$ cat src/rtl/wrr_pkg.sv
// Shared constants and state encoding for the weighted round-robin VC scheduler.
// Imported by wrr_rr_pick, wrr_vc_scheduler_if and wrr_vc_scheduler.
package wrr_pkg;

  localparam int NUM_VC      = 4;
  localparam int VC_ID_W     = 2;
  localparam int GRANT_CNT_W = 16;

  typedef enum logic {
    ST_IDLE  = 1'b0,
    ST_SERVE = 1'b1
  } state_e;

  function automatic logic [VC_ID_W-1:0] next_vc(input logic [VC_ID_W-1:0] vc);
    return VC_ID_W'(vc + VC_ID_W'(1));
  endfunction

endpackage

$ cat src/rtl/wrr_vc_scheduler_if.sv
// Request/weight/handshake bundle between the VC sources, scheduler and consumer.
// grant_cnt exists only when WRR_GRANT_CNT_EN is defined.
interface wrr_vc_scheduler_if #(
  parameter int WEIGHT_W = 4
);
  import wrr_pkg::*;

  logic [NUM_VC-1:0]          req;
  logic [NUM_VC*WEIGHT_W-1:0] weights;
  logic                       vc_ready;
  logic                       vc_valid;
  logic [VC_ID_W-1:0]         VC_id;

`ifdef WRR_GRANT_CNT_EN
  logic [NUM_VC*GRANT_CNT_W-1:0] grant_cnt;

  modport master (output req, weights, vc_ready, input vc_valid, VC_id, grant_cnt);
  modport slave  (input req, weights, vc_ready, output vc_valid, VC_id, grant_cnt);
`else
  modport master (output req, weights, vc_ready, input vc_valid, VC_id);
  modport slave  (input req, weights, vc_ready, output vc_valid, VC_id);
`endif

endinterface

$ cat src/rtl/wrr_rr_pick.sv
// Combinational rotating picker: first set bit of mask scanning start, start+1, ... mod NUM_VC.
module wrr_rr_pick
  import wrr_pkg::*;
(
  input  logic [NUM_VC-1:0]  mask,
  input  logic [VC_ID_W-1:0] start,
  output logic [VC_ID_W-1:0] sel,
  output logic               found
);

  logic [VC_ID_W-1:0] idx;

  // Scan farthest offset first so the nearest hit is the last one assigned.
  always_comb begin
    sel   = start;
    found = 1'b0;
    idx   = '0;
    for (int i = NUM_VC - 1; i >= 0; i--) begin
      idx = VC_ID_W'(start + VC_ID_W'(i));
      if (mask[idx]) begin
        sel   = idx;
        found = 1'b1;
      end
    end
  end

endmodule

$ cat src/rtl/wrr_vc_scheduler.sv
// Weighted round-robin scheduler for 4 VCs; drives VC_id of the downstream 4:1 data mux.
// Optional per-VC accepted-transfer counters under macro WRR_GRANT_CNT_EN.
module wrr_vc_scheduler
  import wrr_pkg::*;
#(
  parameter int WEIGHT_W = 4
) (
  input  logic                clk,
  input  logic                reset,
  wrr_vc_scheduler_if.slave   bus
);

  state_e               state_q, state_d;
  logic [VC_ID_W-1:0]   vc_id_q, vc_id_d;
  logic [VC_ID_W-1:0]   ptr_q, ptr_d;
  logic [WEIGHT_W-1:0]  credit_q, credit_d;

  logic [NUM_VC-1:0]    elig;
  logic [VC_ID_W-1:0]   scan_start;
  logic [VC_ID_W-1:0]   sel;
  logic                 found;
  logic [WEIGHT_W-1:0]  sel_weight;
  logic                 vc_valid;
  logic                 hs;
  logic                 turn_over;

  always_comb begin
    for (int i = 0; i < NUM_VC; i++) begin
      elig[i] = bus.req[i] && (bus.weights[i*WEIGHT_W +: WEIGHT_W] != '0);
    end
  end

  // IDLE resumes at the pointer; SERVE always moves past the VC whose turn just ended.
  assign scan_start = (state_q == ST_IDLE) ? ptr_q : next_vc(vc_id_q);

  wrr_rr_pick u_pick (
    .mask  (elig),
    .start (scan_start),
    .sel   (sel),
    .found (found)
  );

  assign sel_weight = bus.weights[int'(sel)*WEIGHT_W +: WEIGHT_W];
  assign vc_valid   = (state_q == ST_SERVE) && bus.req[vc_id_q];
  assign hs         = vc_valid && bus.vc_ready;
  assign turn_over  = !bus.req[vc_id_q] || (hs && (credit_q == WEIGHT_W'(1)));

  assign bus.vc_valid = vc_valid;
  assign bus.VC_id    = vc_id_q;

  always_comb begin
    state_d  = state_q;
    vc_id_d  = vc_id_q;
    ptr_d    = ptr_q;
    credit_d = credit_q;
    case (state_q)
      ST_IDLE: begin
        if (found) begin
          state_d  = ST_SERVE;
          vc_id_d  = sel;
          ptr_d    = sel;
          credit_d = sel_weight;
        end
      end
      ST_SERVE: begin
        if (turn_over) begin
          if (found) begin
            vc_id_d  = sel;
            ptr_d    = sel;
            credit_d = sel_weight;
          end else begin
            state_d  = ST_IDLE;
            credit_d = '0;
          end
        end else if (hs) begin
          credit_d = credit_q - WEIGHT_W'(1);
        end
      end
      default: state_d = ST_IDLE;
    endcase
  end

  always_ff @(posedge clk or posedge reset) begin
    if (reset) begin
      state_q  <= ST_IDLE;
      vc_id_q  <= '0;
      ptr_q    <= '0;
      credit_q <= '0;
    end else begin
      state_q  <= state_d;
      vc_id_q  <= vc_id_d;
      ptr_q    <= ptr_d;
      credit_q <= credit_d;
    end
  end

`ifdef WRR_GRANT_CNT_EN
  logic [GRANT_CNT_W-1:0] cnt_q [NUM_VC];
  logic [GRANT_CNT_W-1:0] cnt_d [NUM_VC];

  always_comb begin
    for (int i = 0; i < NUM_VC; i++) begin
      cnt_d[i] = cnt_q[i];
      if (hs && (vc_id_q == VC_ID_W'(i)) && (cnt_q[i] != '1)) begin
        cnt_d[i] = cnt_q[i] + GRANT_CNT_W'(1);
      end
    end
  end

  always_ff @(posedge clk or posedge reset) begin
    if (reset) begin
      for (int i = 0; i < NUM_VC; i++) cnt_q[i] <= '0;
    end else begin
      for (int i = 0; i < NUM_VC; i++) cnt_q[i] <= cnt_d[i];
    end
  end

  for (genvar g = 0; g < NUM_VC; g++) begin : g_cnt_out
    assign bus.grant_cnt[g*GRANT_CNT_W +: GRANT_CNT_W] = cnt_q[g];
  end
`endif

endmodule

$ cat src/flat_wrapper.sv
// flat-port wrapper written by rule: the top's interface ports become plain ports
module wrr_vc_scheduler_flat import wrr_pkg::*;
#(
  parameter int WEIGHT_W = 4
)
  (clk, reset, bus_req, bus_weights, bus_vc_ready, bus_vc_valid, bus_VC_id);
  wrr_vc_scheduler_if #(.WEIGHT_W(WEIGHT_W)) bus_i ();
  input  logic clk;
  input  logic reset;
  input wire logic [$bits(bus_i.req)-1:0] bus_req;
  input wire logic [$bits(bus_i.weights)-1:0] bus_weights;
  input wire logic [$bits(bus_i.vc_ready)-1:0] bus_vc_ready;
  output wire logic [$bits(bus_i.vc_valid)-1:0] bus_vc_valid;
  output wire logic [$bits(bus_i.VC_id)-1:0] bus_VC_id;
  assign bus_i.req = bus_req;
  assign bus_i.weights = bus_weights;
  assign bus_i.vc_ready = bus_vc_ready;
  assign bus_vc_valid = bus_i.vc_valid;
  assign bus_VC_id = bus_i.VC_id;
  wrr_vc_scheduler #(.WEIGHT_W(WEIGHT_W)) u_core (.clk(clk), .reset(reset), .bus(bus_i));
endmodule
$ cat config.mk
export PLATFORM = sky130hd
export DESIGN_NAME = wrr_vc_scheduler_flat
export DESIGN_NICKNAME = d
export VERILOG_FILES = /design/src/rtl/wrr_pkg.sv /design/src/rtl/wrr_vc_scheduler_if.sv /design/src/rtl/wrr_rr_pick.sv /design/src/rtl/wrr_vc_scheduler.sv /design/src/flat_wrapper.sv
export SDC_FILE = /design/constraint.sdc
export NUM_CORES = 1
export LEC_CHECK = 0
export CAP_MARGIN = 30
export CORE_MARGIN = 10
export CORE_UTILIZATION = 39
export DETAILED_ROUTE_END_ITERATION = 8
export GPL_TIMING_DRIVEN = 0
export PLACE_DENSITY = 0.74
export SYNTH_ARGS = -nofsm -noshare
export SYNTH_HDL_FRONTEND = slang
export SYNTH_HIERARCHICAL = 1
export SYNTH_SLANG_ARGS = --single-unit
$ cat constraint.sdc
create_clock -name clk -period 2.67 [get_ports clk]
set_clock_uncertainty 0.05 [all_clocks]
set_input_delay 0.534 -clock clk [delete_from_list [all_inputs] [get_ports clk]]
set_output_delay 0.534 -clock clk [all_outputs]
set_load 0.005 [all_outputs]
==> flow_summary.html, run 1 <==
<table>
<tr><th>Metric</th><th>Value</th></tr>
<tr><th colspan="2">STA</th></tr>
<tr><td>Worst Hold Slack</td><td>about 0.46 ns</td></tr>
<tr><td>Setup-violating endpoint count in the final report</td><td>4</td></tr>
<tr><td>Transition time at the pin with the least slew margin</td><td>around 0.32 ns</td></tr>
<tr><td>Setup repair after global routing missed its margin</td><td>true</td></tr>
<tr><td>Final Hold Viols</td><td>0</td></tr>
<tr><td>Headroom to the max-slew limit</td><td>77.88%</td></tr>
<tr><td>Fin crit share</td><td>103.8%</td></tr>
<tr><td>Max frequency</td><td>~360 MHz</td></tr>
<tr><td>Post-layout min period</td><td>between 2 and 3 ns</td></tr>
<tr><td>Final count of pins violating max slew</td><td>0</td></tr>
<tr><td>Setup slack of the critical path after layout</td><td>-0.1021 ns</td></tr>
<tr><th colspan="2">CTS</th></tr>
<tr><td>Number of buffers inserted during clock tree synthesis</td><td>3</td></tr>
<tr><td>CTS root buffer</td><td>sky130_fd_sc_hd__clkbuf_4</td></tr>
<tr><td>Maximum number of buffers from clock root to sink</td><td>2</td></tr>
<tr><td>H-Tree Level Count</td><td>1</td></tr>
<tr><td>Clock input transition at the sequential cells of the worst setup and hold paths</td><td>~0.050 ns</td></tr>
<tr><td>Post-CTS Hold Fix Bufs</td><td>0</td></tr>
<tr><td>Clock Latency Late Sink</td><td>between 0.2 and 0.3 ns</td></tr>
<tr><td>Count of clock tree sinks</td><td>7</td></tr>
<tr><td>CTS tree</td><td>built</td></tr>
<tr><th colspan="2">Critical path</th></tr>
<tr><td>Sequence of cells on the critical path</td><td>buf_6, o41a_1, and3b_1, or4_4, nand2_4, mux4_2, mux2_4, a22o_1</td></tr>
<tr><td>Crit path buffers/inverters</td><td>1</td></tr>
<tr><td>Cell family with most CP delay</td><td>simple AND/OR/NAND/NOR gates</td></tr>
<tr><td>Stage delay of the slowest cell on the critical path</td><td>between 0.5 and 0.6 ns</td></tr>
<tr><td>Critical path capture point type</td><td>register</td></tr>
<tr><td>CP Launch Type</td><td>primary input</td></tr>
<tr><td>Critical path data arrival time</td><td>2.86 ns</td></tr>
<tr><td>Worst setup path category</td><td>primary input to register</td></tr>
<tr><td>Worst-path maximum fanout</td><td>4</td></tr>
<tr><td>Origin of the critical flop-to-flop path</td><td>u_core/bus.VC_id[0]</td></tr>
<tr><td>Worst Reg-to-Reg Cells</td><td>8</td></tr>
<tr><td>Crit path depth</td><td>8</td></tr>
<tr><td>Worst Setup SP</td><td>bus_weights[1]</td></tr>
<tr><td>Data required time at the worst endpoint</td><td>between 2 and 3 ns</td></tr>
<tr><td>Critical-path top delay cell</td><td>sky130_fd_sc_hd__or4_4</td></tr>
<tr><td>Reg-to-reg setup timing slack</td><td>-0.02 ns</td></tr>
<tr><th colspan="2">Layout</th></tr>
<tr><td>Post-Route Utilization</td><td>between 60 and 70%</td></tr>
<tr><td>Area used by multi-input combinational logic</td><td>593.1 um2</td></tr>
<tr><td>Layout cell share with drive strength beyond 1</td><td>roughly 37%</td></tr>
<tr><td>FF+latch area</td><td>around 180 um2</td></tr>
<tr><td>Diodes inserted</td><td>0</td></tr>
<tr><td>Number of nets in the layout</td><td>around 140</td></tr>
<tr><td>Fillers</td><td>155</td></tr>
<tr><td>Synthesis-to-layout area growth</td><td>58.42%</td></tr>
<tr><th colspan="2">GRT</th></tr>
<tr><td>Largest net degree at the start of global routing</td><td>8</td></tr>
<tr><td>Global-route wire length before repair</td><td>3753 um</td></tr>
<tr><td>Number of antenna violations at the first check in global routing</td><td>0</td></tr>
<tr><td>Vias in the first global route</td><td>~850</td></tr>
<tr><td>GR Overflow Total</td><td>0</td></tr>
<tr><td>Gr usage total</td><td>a little under an eighth</td></tr>
<tr><th colspan="2">Pwr</th></tr>
<tr><td>Worst vdd rail ir drop</td><td>0.0006699 V</td></tr>
<tr><td>Switching share of total power</td><td>39.76%</td></tr>
<tr><td>Portion of total power attributed to sequential cells</td><td>18.5%</td></tr>
<tr><td>Net switching power figure</td><td>slightly below 0.5 mW</td></tr>
<tr><td>Power per unit of standard cell area</td><td>around 1100 nW/um2</td></tr>
<tr><td>Logic gate share of total power</td><td>about three quarters</td></tr>
<tr><td>Clock share of power</td><td>about 7.6%</td></tr>
<tr><td>Internal power</td><td>about 0.75 mW</td></tr>
<tr><td>Static leakage</td><td>roughly 0.53 nW</td></tr>
<tr><th colspan="2">Detailed routing</th></tr>
<tr><td>Total number of vias</td><td>~750</td></tr>
<tr><td>Via density per instance</td><td>5.541</td></tr>
<tr><td>Remaining design rule violation count</td><td>0</td></tr>
<tr><td>Highest signal layer in the routed design</td><td>met4</td></tr>
<tr><td>Total wire length after detailed routing</td><td>approximately 2300 um</td></tr>
<tr><td>Mean routed wirelength per cell</td><td>16.96 um</td></tr>
<tr><td>DRT antenna net count</td><td>0</td></tr>
<tr><td>Length of routed met3 wiring</td><td>74 um</td></tr>
<tr><td>M1 wire length</td><td>~840 um</td></tr>
<tr><td>Amount of wire on met2 after detailed routing</td><td>1297 um</td></tr>
<tr><td>Total iterations of the first detailed-routing run</td><td>4</td></tr>
<tr><td>DR iter-0 viols</td><td>4</td></tr>
<tr><th colspan="2">Job</th></tr>
<tr><td>Count of maximum capacitance violations</td><td>0</td></tr>
<tr><th colspan="2">Logic synthesis</th></tr>
<tr><td>Yosys cell types</td><td>32</td></tr>
<tr><td>FFs w/ async S/R, synth</td><td>100.0%</td></tr>
<tr><td>Combinational family with the most area after synthesis</td><td>compound AO/OA/AOI/OAI gates</td></tr>
<tr><td>Mapped Cells</td><td>slightly above 70</td></tr>
<tr><td>Compound-Gate Fraction of Synth Area</td><td>between 20 and 30%</td></tr>
<tr><td>Proportion of netlist area held by the largest area contributor</td><td>24.05%</td></tr>
<tr><td>Post-Synth XOR/XNOR Area</td><td>roughly 2.4%</td></tr>
<tr><td>Post-synth EDFFs</td><td>0</td></tr>
<tr><td>Library cell occupying the most area in the post-synthesis netlist</td><td>sky130_fd_sc_hd__dfrtp_1</td></tr>
<tr><td>Number of warning messages in the yosys log</td><td>6</td></tr>
<tr><td>Synth Net Count</td><td>slightly below 100</td></tr>
<tr><td>Synth top area cells</td><td>sky130_fd_sc_hd__dfrtp_1 24%, sky130_fd_sc_hd__mux4_2 12%, sky130_fd_sc_hd__o41a_1 6.2%</td></tr>
<tr><td>Post-synthesis sequential area ratio</td><td>24.05%</td></tr>
<tr><td>Top FF cell, synth</td><td>sky130_fd_sc_hd__dfrtp_1</td></tr>
<tr><td>Mux share of post-synthesis cell area</td><td>~24%</td></tr>
<tr><td>#FFs+latches synth</td><td>7</td></tr>
<tr><td>Avg Cell Area, Syn</td><td>just over 10 um2</td></tr>
<tr><td>Most frequent cells after synthesis</td><td>8 x sky130_fd_sc_hd__nand2_1, 7 x sky130_fd_sc_hd__dfrtp_1, 6 x sky130_fd_sc_hd__inv_1</td></tr>
<tr><td>Area of the mapped netlist</td><td>around 730 um2</td></tr>
<tr><td>Post-synthesis share of cell area spent on and, or, nand and nor gates</td><td>about 17%</td></tr>
<tr><td>Dominant cell by count in the synthesized netlist</td><td>sky130_fd_sc_hd__nand2_1</td></tr>
<tr><td>Post-synthesis share of cell area spent on full adders, half adders and majority gates</td><td>under 10%</td></tr>
<tr><th colspan="2">Placed design</th></tr>
<tr><td>Placed wire-length estimate after detailed placement</td><td>~1800 um</td></tr>
<tr><td>Buffers on Ports</td><td>25</td></tr>
<tr><td>Final estimated routing congestion in global placement</td><td>between 0.8 and 0.9</td></tr>
<tr><th colspan="2">Die</th></tr>
<tr><td>Die height</td><td>approximately 63 um</td></tr>
<tr><td>Die area</td><td>approximately 4000 um2</td></tr>
<tr><td>Starting utilization of the core area</td><td>41.72%</td></tr>
<tr><td>Die span in x</td><td>63.21 um</td></tr>
<tr><td>Core outline area</td><td>1745 um2</td></tr>
<tr><td>Placement Rows</td><td>15</td></tr>
<tr><td>Total I/O pin count</td><td>26</td></tr>
<tr><th colspan="2">Hold path</th></tr>
<tr><td>Worst hold-check path type</td><td>primary input to asynchronous set/reset pin</td></tr>
<tr><th colspan="2">Outcome</th></tr>
<tr><td>Violated checks</td><td>negative setup slack</td></tr>
<tr><td>Outcome</td><td>finished, violations left</td></tr>
</table>
## worst reg2reg max path: stages, from the launching register on
cell and delay (ns):
sky130_fd_sc_hd__dfrtp_1 0.44, sky130_fd_sc_hd__nand2_2 0.13, sky130_fd_sc_hd__xnor2_2 0.19, sky130_fd_sc_hd__and3b_1 0.21, sky130_fd_sc_hd__or4_4 0.52, sky130_fd_sc_hd__nand2_4 0.08, sky130_fd_sc_hd__mux4_2 0.48, sky130_fd_sc_hd__mux2_4 0.27
sky130_fd_sc_hd__a22o_1 0.21
## flip-flops by register name (all words and copies together) (netlist names)
name,count
u_core/bus.VC_id,2
u_core/credit_q,4
u_core/state_q,1
## area by class of cell
type / count / area share [%]
tap: 25 / 2.711
clock buffer: 4 / 2.278
inverter: 6 / 1.952
multi-input combinational: 59 / 51.41
timing repair buffer: 34 / 26.36
sequential: 7 / 15.29
## cell families after synthesis
group,Yosys count
and+or+nand+nor,22
xor gates and xnor gates,2
DFF,7
adders and majority gates,2
AOI/OAI and AO/OA,21
buffers and inverters,6
muxes,12
## cells in the final DEF, fill, tap and decap left out, drive strengths merged
cell type,n
a21oi,3
a22o,4
a2bb2o,1
a2bb2oi,1
and2b,3
and3b,1
buf,12
clkbuf,5
clkdlybuf4s15,2
clkdlybuf4s50,5
dfrtp,7
dlygate4sd2,13
dlymetal6s2s,1
ha,2
inv,6
mux2,5
mux2i,3
mux4,4
nand2,8
nand2b,1
nand3b,1
nor2,2
nor2b,1
nor3,1
nor4,1
o21ai,5
o221a,1
o22ai,2
o41a,4
or2b,1
or3,1
or4,1
xnor2,1
xor2,1
## what timing repair did
item,4_1_cts,5_1_grt
setup buffers,8,1
endpoints found under the setup margin,4,4
pin swaps,9,8
cloned,0,0
gates resized for setup,35,16
endpoints found under the hold margin,0,0
## power groups by stage
stage | Clock (mW) | Sequential [mW] | Combinational, mW
finish | 0.0946 | 0.231 | 0.922
global route | 0.107 | 0.239 | 1.00
CTS | 0.0972 | 0.224 | 0.854
detailed placement | 0 | 0.226 | 0.778
global placement | 0 | 0.224 | 0.763
floorplan | 0 | 0.209 | 0.591
## metrics by stage
| stage | cell area (um2) | power, mW | instances | setup slack (ns) | TNS (ns) |
|---|---|---|---|---|---|
| finish | 1154 | 1.247 | 135 | -0.1021 | -0.2104 |
| global route | 1154 | 1.349 | 135 | -0.1459 | -0.3713 |
| CTS | 1097 | 1.176 | 134 | -0.1338 | -0.3403 |
| detailed placement | 1023 | 1.004 | 122 | -0.7780 | -2.592 |
| global placement | 1023 | 0.9873 | 122 | -0.7822 | -2.432 |
| floorplan | 742.0 | 0.8004 | 72 | -0.2292 | -0.2554 |
## routing by layer
metal | up-vias | track usage [%]
met1 | 364 | 10.94
met2 | 21 | 22.46
met4 | 0 | 4.645
met5 | - | 0
li1 | 355 | -
met3 | 8 | 1.943
## worst paths after layout
check / endpoint
worst min-delay path: u_core/bus.VC_id[0]
min in group clk: u_core/credit_q[3]
worst min register to register: u_core/credit_q[3]
max in group asynchronous: u_core/state_q
worst max-delay path: u_core/credit_q[3]
worst max register to register: u_core/credit_q[3]
Note: power is estimated with default switching activity, not from simulation.
==> run 2: changes to the inputs <==
Settings changed: ABC_AREA set to 1, CORE_UTILIZATION 39 to 40, PLACE_DENSITY 0.74 to 0.68, SYNTH_HIERARCHICAL 1 to not set.
Clock period 2.67 ns to 2.8 ns, I/O delays scaled along.
==> flow_summary.html, run 2 <==
<table>
<tr><th>Metric</th><th>Value</th></tr>
<tr><th colspan="2">Outcome</th></tr>
<tr><td>Outcome</td><td>finished, final reports clean</td></tr>
<tr><th colspan="2">Logic synthesis</th></tr>
<tr><td>Post-synthesis share of cell area spent on and, or, nand and nor gates</td><td>57.58% (+41 points)</td></tr>
<tr><td>Library cell occupying the most area in the post-synthesis netlist</td><td>sky130_fd_sc_hd__nand2_1</td></tr>
<tr><td>Synth top area cells</td><td>sky130_fd_sc_hd__nand2_1 28%, sky130_fd_sc_hd__dfrtp_1 18%, sky130_fd_sc_hd__nand3_1 7.1%</td></tr>
<tr><td>Number of warning messages in the yosys log</td><td>0 (-6)</td></tr>
<tr><td>Post-synthesis share of cell area spent on full adders, half adders and majority gates</td><td>2.548% (-0.89 points)</td></tr>
<tr><td>Post-synthesis sequential area ratio</td><td>17.83% (-6.2 points)</td></tr>
<tr><td>Yosys cell types</td><td>25 (-22%)</td></tr>
<tr><td>Post-Synth XOR/XNOR Area</td><td>1.783% (-0.62 points)</td></tr>
<tr><td>Dominant cell by count in the synthesized netlist</td><td>sky130_fd_sc_hd__nand2_1</td></tr>
<tr><td>Mapped Cells</td><td>168 (+130%)</td></tr>
<tr><td>Synth Net Count</td><td>193 (+99%)</td></tr>
<tr><td>Avg Cell Area, Syn</td><td>5.846 um2 (-42%)</td></tr>
<tr><td>Combinational family with the most area after synthesis</td><td>simple AND/OR/NAND/NOR gates</td></tr>
<tr><td>Top FF cell, synth</td><td>sky130_fd_sc_hd__dfrtp_1</td></tr>
<tr><td>#FFs+latches synth</td><td>7 (unchanged)</td></tr>
<tr><td>Compound-Gate Fraction of Synth Area</td><td>13.63% (-12 points)</td></tr>
<tr><td>Post-synth EDFFs</td><td>0 (unchanged)</td></tr>
<tr><td>Most frequent cells after synthesis</td><td>74 x sky130_fd_sc_hd__nand2_1, 14 x sky130_fd_sc_hd__nand3_1, 14 x sky130_fd_sc_hd__nor2_1</td></tr>
<tr><td>FFs w/ async S/R, synth</td><td>100.0% (unchanged)</td></tr>
<tr><td>Mux share of post-synthesis cell area</td><td>0% (-24 points)</td></tr>
<tr><td>Proportion of netlist area held by the largest area contributor</td><td>28.28% (+4.2 points)</td></tr>
<tr><td>Area of the mapped netlist</td><td>982.2 um2 (+35%)</td></tr>
<tr><th colspan="2">Job</th></tr>
<tr><td>Count of maximum capacitance violations</td><td>0 (unchanged)</td></tr>
<tr><th colspan="2">GRT</th></tr>
<tr><td>Number of antenna violations at the first check in global routing</td><td>0 (unchanged)</td></tr>
<tr><td>GR Overflow Total</td><td>0 (unchanged)</td></tr>
<tr><td>Global-route wire length before repair</td><td>4609 um (+23%)</td></tr>
<tr><td>Vias in the first global route</td><td>1,046 (+23%)</td></tr>
<tr><td>Largest net degree at the start of global routing</td><td>11 (+3)</td></tr>
<tr><td>Gr usage total</td><td>11.17% (-0.094 points)</td></tr>
<tr><th colspan="2">CTS</th></tr>
<tr><td>Maximum number of buffers from clock root to sink</td><td>2 (unchanged)</td></tr>
<tr><td>Number of post-CTS setup repair buffers</td><td>0 (-8)</td></tr>
<tr><td>Number of buffers inserted during clock tree synthesis</td><td>3 (unchanged)</td></tr>
<tr><td>Number of cells upsized or downsized after cts</td><td>0 (-100%)</td></tr>
<tr><td>H-Tree Level Count</td><td>1 (unchanged)</td></tr>
<tr><td>Clock Latency Late Sink</td><td>0.26 ns (about the same)</td></tr>
<tr><td>Post-CTS Hold Fix Bufs</td><td>0 (unchanged)</td></tr>
<tr><td>Count of clock tree sinks</td><td>7 (unchanged)</td></tr>
<tr><td>CTS tree</td><td>built</td></tr>
<tr><td>Clock input transition at the sequential cells of the worst setup and hold paths</td><td>0.06 ns (about the same)</td></tr>
<tr><td>CTS root buffer</td><td>sky130_fd_sc_hd__clkbuf_4</td></tr>
<tr><th colspan="2">Layout</th></tr>
<tr><td>Number of nets in the layout</td><td>223 (+64%)</td></tr>
<tr><td>Flip-flop count of the largest register after layout</td><td>4 (unchanged)</td></tr>
<tr><td>Largest registers</td><td>u_core.credit_q (4), u_core.ptr_q (2), u_core.state_q (1)</td></tr>
<tr><td>Layout cell share with drive strength beyond 1</td><td>15.74% (-22 points)</td></tr>
<tr><td>Area used by multi-input combinational logic</td><td>742.0 um2 (+25%)</td></tr>
<tr><td>Diodes inserted</td><td>0 (unchanged)</td></tr>
<tr><td>Synthesis-to-layout area growth</td><td>31.72%</td></tr>
<tr><td>Most used cells in the layout excluding fill and tap cells</td><td>74 x sky130_fd_sc_hd__nand2_1, 25 x sky130_fd_sc_hd__clkdlybuf4s50_1, 14 x sky130_fd_sc_hd__nand3_1, 14 x sky130_fd_sc_hd__nor2_1, 11 x sky130_fd_sc_hd__inv_1</td></tr>
<tr><td>FF+latch area</td><td>175.2 um2 (-0.71%)</td></tr>
<tr><td>Fillers</td><td>229 (+48%)</td></tr>
<tr><td>Largest Register</td><td>u_core.credit_q</td></tr>
<tr><td>Most common cell after layout, fill and taps aside</td><td>sky130_fd_sc_hd__nand2_1</td></tr>
<tr><th colspan="2">STA</th></tr>
<tr><td>Fin crit share</td><td>93.69%</td></tr>
<tr><td>Transition time at the pin with the least slew margin</td><td>0.2864 ns (-0.03607 ns)</td></tr>
<tr><td>Max frequency</td><td>around 380 MHz</td></tr>
<tr><td>Final Hold Viols</td><td>0 (unchanged)</td></tr>
<tr><td>Worst Hold Slack</td><td>0.4909 ns (+0.02963 ns)</td></tr>
<tr><td>Final count of pins violating max slew</td><td>0 (unchanged)</td></tr>
<tr><td>Setup repair after global routing missed its margin</td><td>false</td></tr>
<tr><td>Setup-violating endpoint count in the final report</td><td>0 (-4)</td></tr>
<tr><td>Headroom to the max-slew limit</td><td>80.88% (+3.0 points)</td></tr>
<tr><td>Post-layout min period</td><td>between 2 and 3 ns</td></tr>
<tr><td>Final total negative setup slack</td><td>0 ns (+0.2104 ns)</td></tr>
<tr><th colspan="2">Critical path</th></tr>
<tr><td>Sequence of cells on the critical path</td><td>clkdlybuf4s50_1, o21ai_0, o22ai_1, nand2_1, inv_1, clkdlybuf4s50_1</td></tr>
<tr><td>Worst Setup SP</td><td>bus_req[1]</td></tr>
<tr><td>Stage delay of the slowest cell on the critical path</td><td>0.53 ns (about the same)</td></tr>
<tr><td>Worst-path maximum fanout</td><td>3 (-1)</td></tr>
<tr><td>CP Launch Type</td><td>primary input</td></tr>
<tr><td>Critical path data arrival time</td><td>2.01 ns (-0.85 ns)</td></tr>
<tr><td>Dominant cell type by count on the critical path</td><td>sky130_fd_sc_hd__clkdlybuf4s50_1</td></tr>
<tr><td>Worst setup path category</td><td>primary input to primary output</td></tr>
<tr><td>Origin of the critical flop-to-flop path</td><td>u_core.ptr_q[1]</td></tr>
<tr><td>Critical path capture point type</td><td>primary output</td></tr>
<tr><td>Critical-path top delay cell</td><td>sky130_fd_sc_hd__clkdlybuf4s50_1</td></tr>
<tr><td>Data required time at the worst endpoint</td><td>2.19 ns (-0.57 ns)</td></tr>
<tr><th colspan="2">Detailed routing</th></tr>
<tr><td>Total wire length after detailed routing</td><td>2780 um (+21%)</td></tr>
<tr><td>Via density per instance</td><td>5.049 (-8.9%)</td></tr>
<tr><td>Mean routed wirelength per cell</td><td>12.36 um (-27%)</td></tr>
<tr><td>Total number of vias</td><td>1,136 (+52%)</td></tr>
<tr><td>DR iter-0 viols</td><td>59 (+55)</td></tr>
<tr><td>DRT antenna net count</td><td>0 (unchanged)</td></tr>
<tr><td>Remaining design rule violation count</td><td>0 (unchanged)</td></tr>
<tr><td>Total iterations of the first detailed-routing run</td><td>4 (unchanged)</td></tr>
<tr><th colspan="2">Die</th></tr>
<tr><td>Total I/O pin count</td><td>26 (unchanged)</td></tr>
<tr><td>Placement Rows</td><td>17 (+2)</td></tr>
<tr><td>Die area</td><td>4837 um2 (+21%)</td></tr>
<tr><td>Core outline area</td><td>2276 um2 (+30%)</td></tr>
<tr><td>Die span in x</td><td>69.55 um (+10%)</td></tr>
<tr><td>Starting utilization of the core area</td><td>43.16% (+1.4 points)</td></tr>
<tr><td>Die height</td><td>69.55 um (+10%)</td></tr>
<tr><th colspan="2">Placed design</th></tr>
<tr><td>Final estimated routing congestion in global placement</td><td>0.8952 (+10%)</td></tr>
<tr><td>Buffers on Ports</td><td>25 (unchanged)</td></tr>
<tr><td>Placed wire-length estimate after detailed placement</td><td>2351 um (+30%)</td></tr>
<tr><th colspan="2">Hold path</th></tr>
<tr><td>Worst hold-check path type</td><td>primary input to asynchronous set/reset pin</td></tr>
</table>
run 2: metrics by stage:
stage | setup slack, ns | cell area [um2] | std cells | util, %
after global placement | 0.2020 | 1267 | 221 | 55.69
after CTS | 0.1335 | 1294 | 225 | 56.84
final | 0.1765 | 1294 | 225 | 56.84
after detailed placement | 0.1413 | 1267 | 221 | 55.69
after global routing | 0.07154 | 1294 | 225 | 56.84
after floorplan | 0.9452 | 982.2 | 168 | -
run 2: final timing paths:
kind                                      end  slack (ns)  cells after the start
max in group asynchronous  u_core.credit_q[1]        1.99                      2
min in group clk           u_core.credit_q[1]        0.51                      2
min                            u_core.state_q        0.49                      2
max                              bus_vc_valid        0.18                      6
max reg2reg                u_core.credit_q[2]        0.66                     17
min reg2reg                u_core.credit_q[1]        0.51                      2
run 2: cell families (layout without fill, tap and decap cells):
group	Yosys count	in the layout
fa+ha+maj	2	2
buf+inv	15	44
flops	7	7
xor+xnor	2	2
compound gates	20	20
simple gates	122	122
run 2: per-layer routing:
| layer | part of all wire (%) | track usage (%) | vias to the layer above |
|---|---|---|---|
| li1 | - | - | 595 |
| met1 | 49 | 14.17 | 498 |
| met2 | 44 | 17.44 | 41 |
| met3 | 6.9 | 3.852 | 2 |
| met4 | 0.50 | 2.661 | 0 |
| met5 | 0 | 0 | - |
run 2: worst max-delay path, delay by kind of cell:
kind | cells | cell delay, ns
AOI/OAI and AO/OA | 2 | 0.24
buffers and inverters | 3 | 1.13
and+or+nand+nor | 1 | 0.09
run 2: layout make-up:
cell class              instances  share of cell area (%)
multi-input cells             146                   57.35
inverters                      14                   4.159
plain buffers                   1                  0.8704
repair buffers                 25                   19.34
flip-flops and latches          7                   13.54
clock buffers                   4                   2.031
well taps                      28                   2.708
Power of run 2 is left out: the tool's default activity adds up to more than one toggle a clock period on the data nets, which glitch-free logic cannot reach.
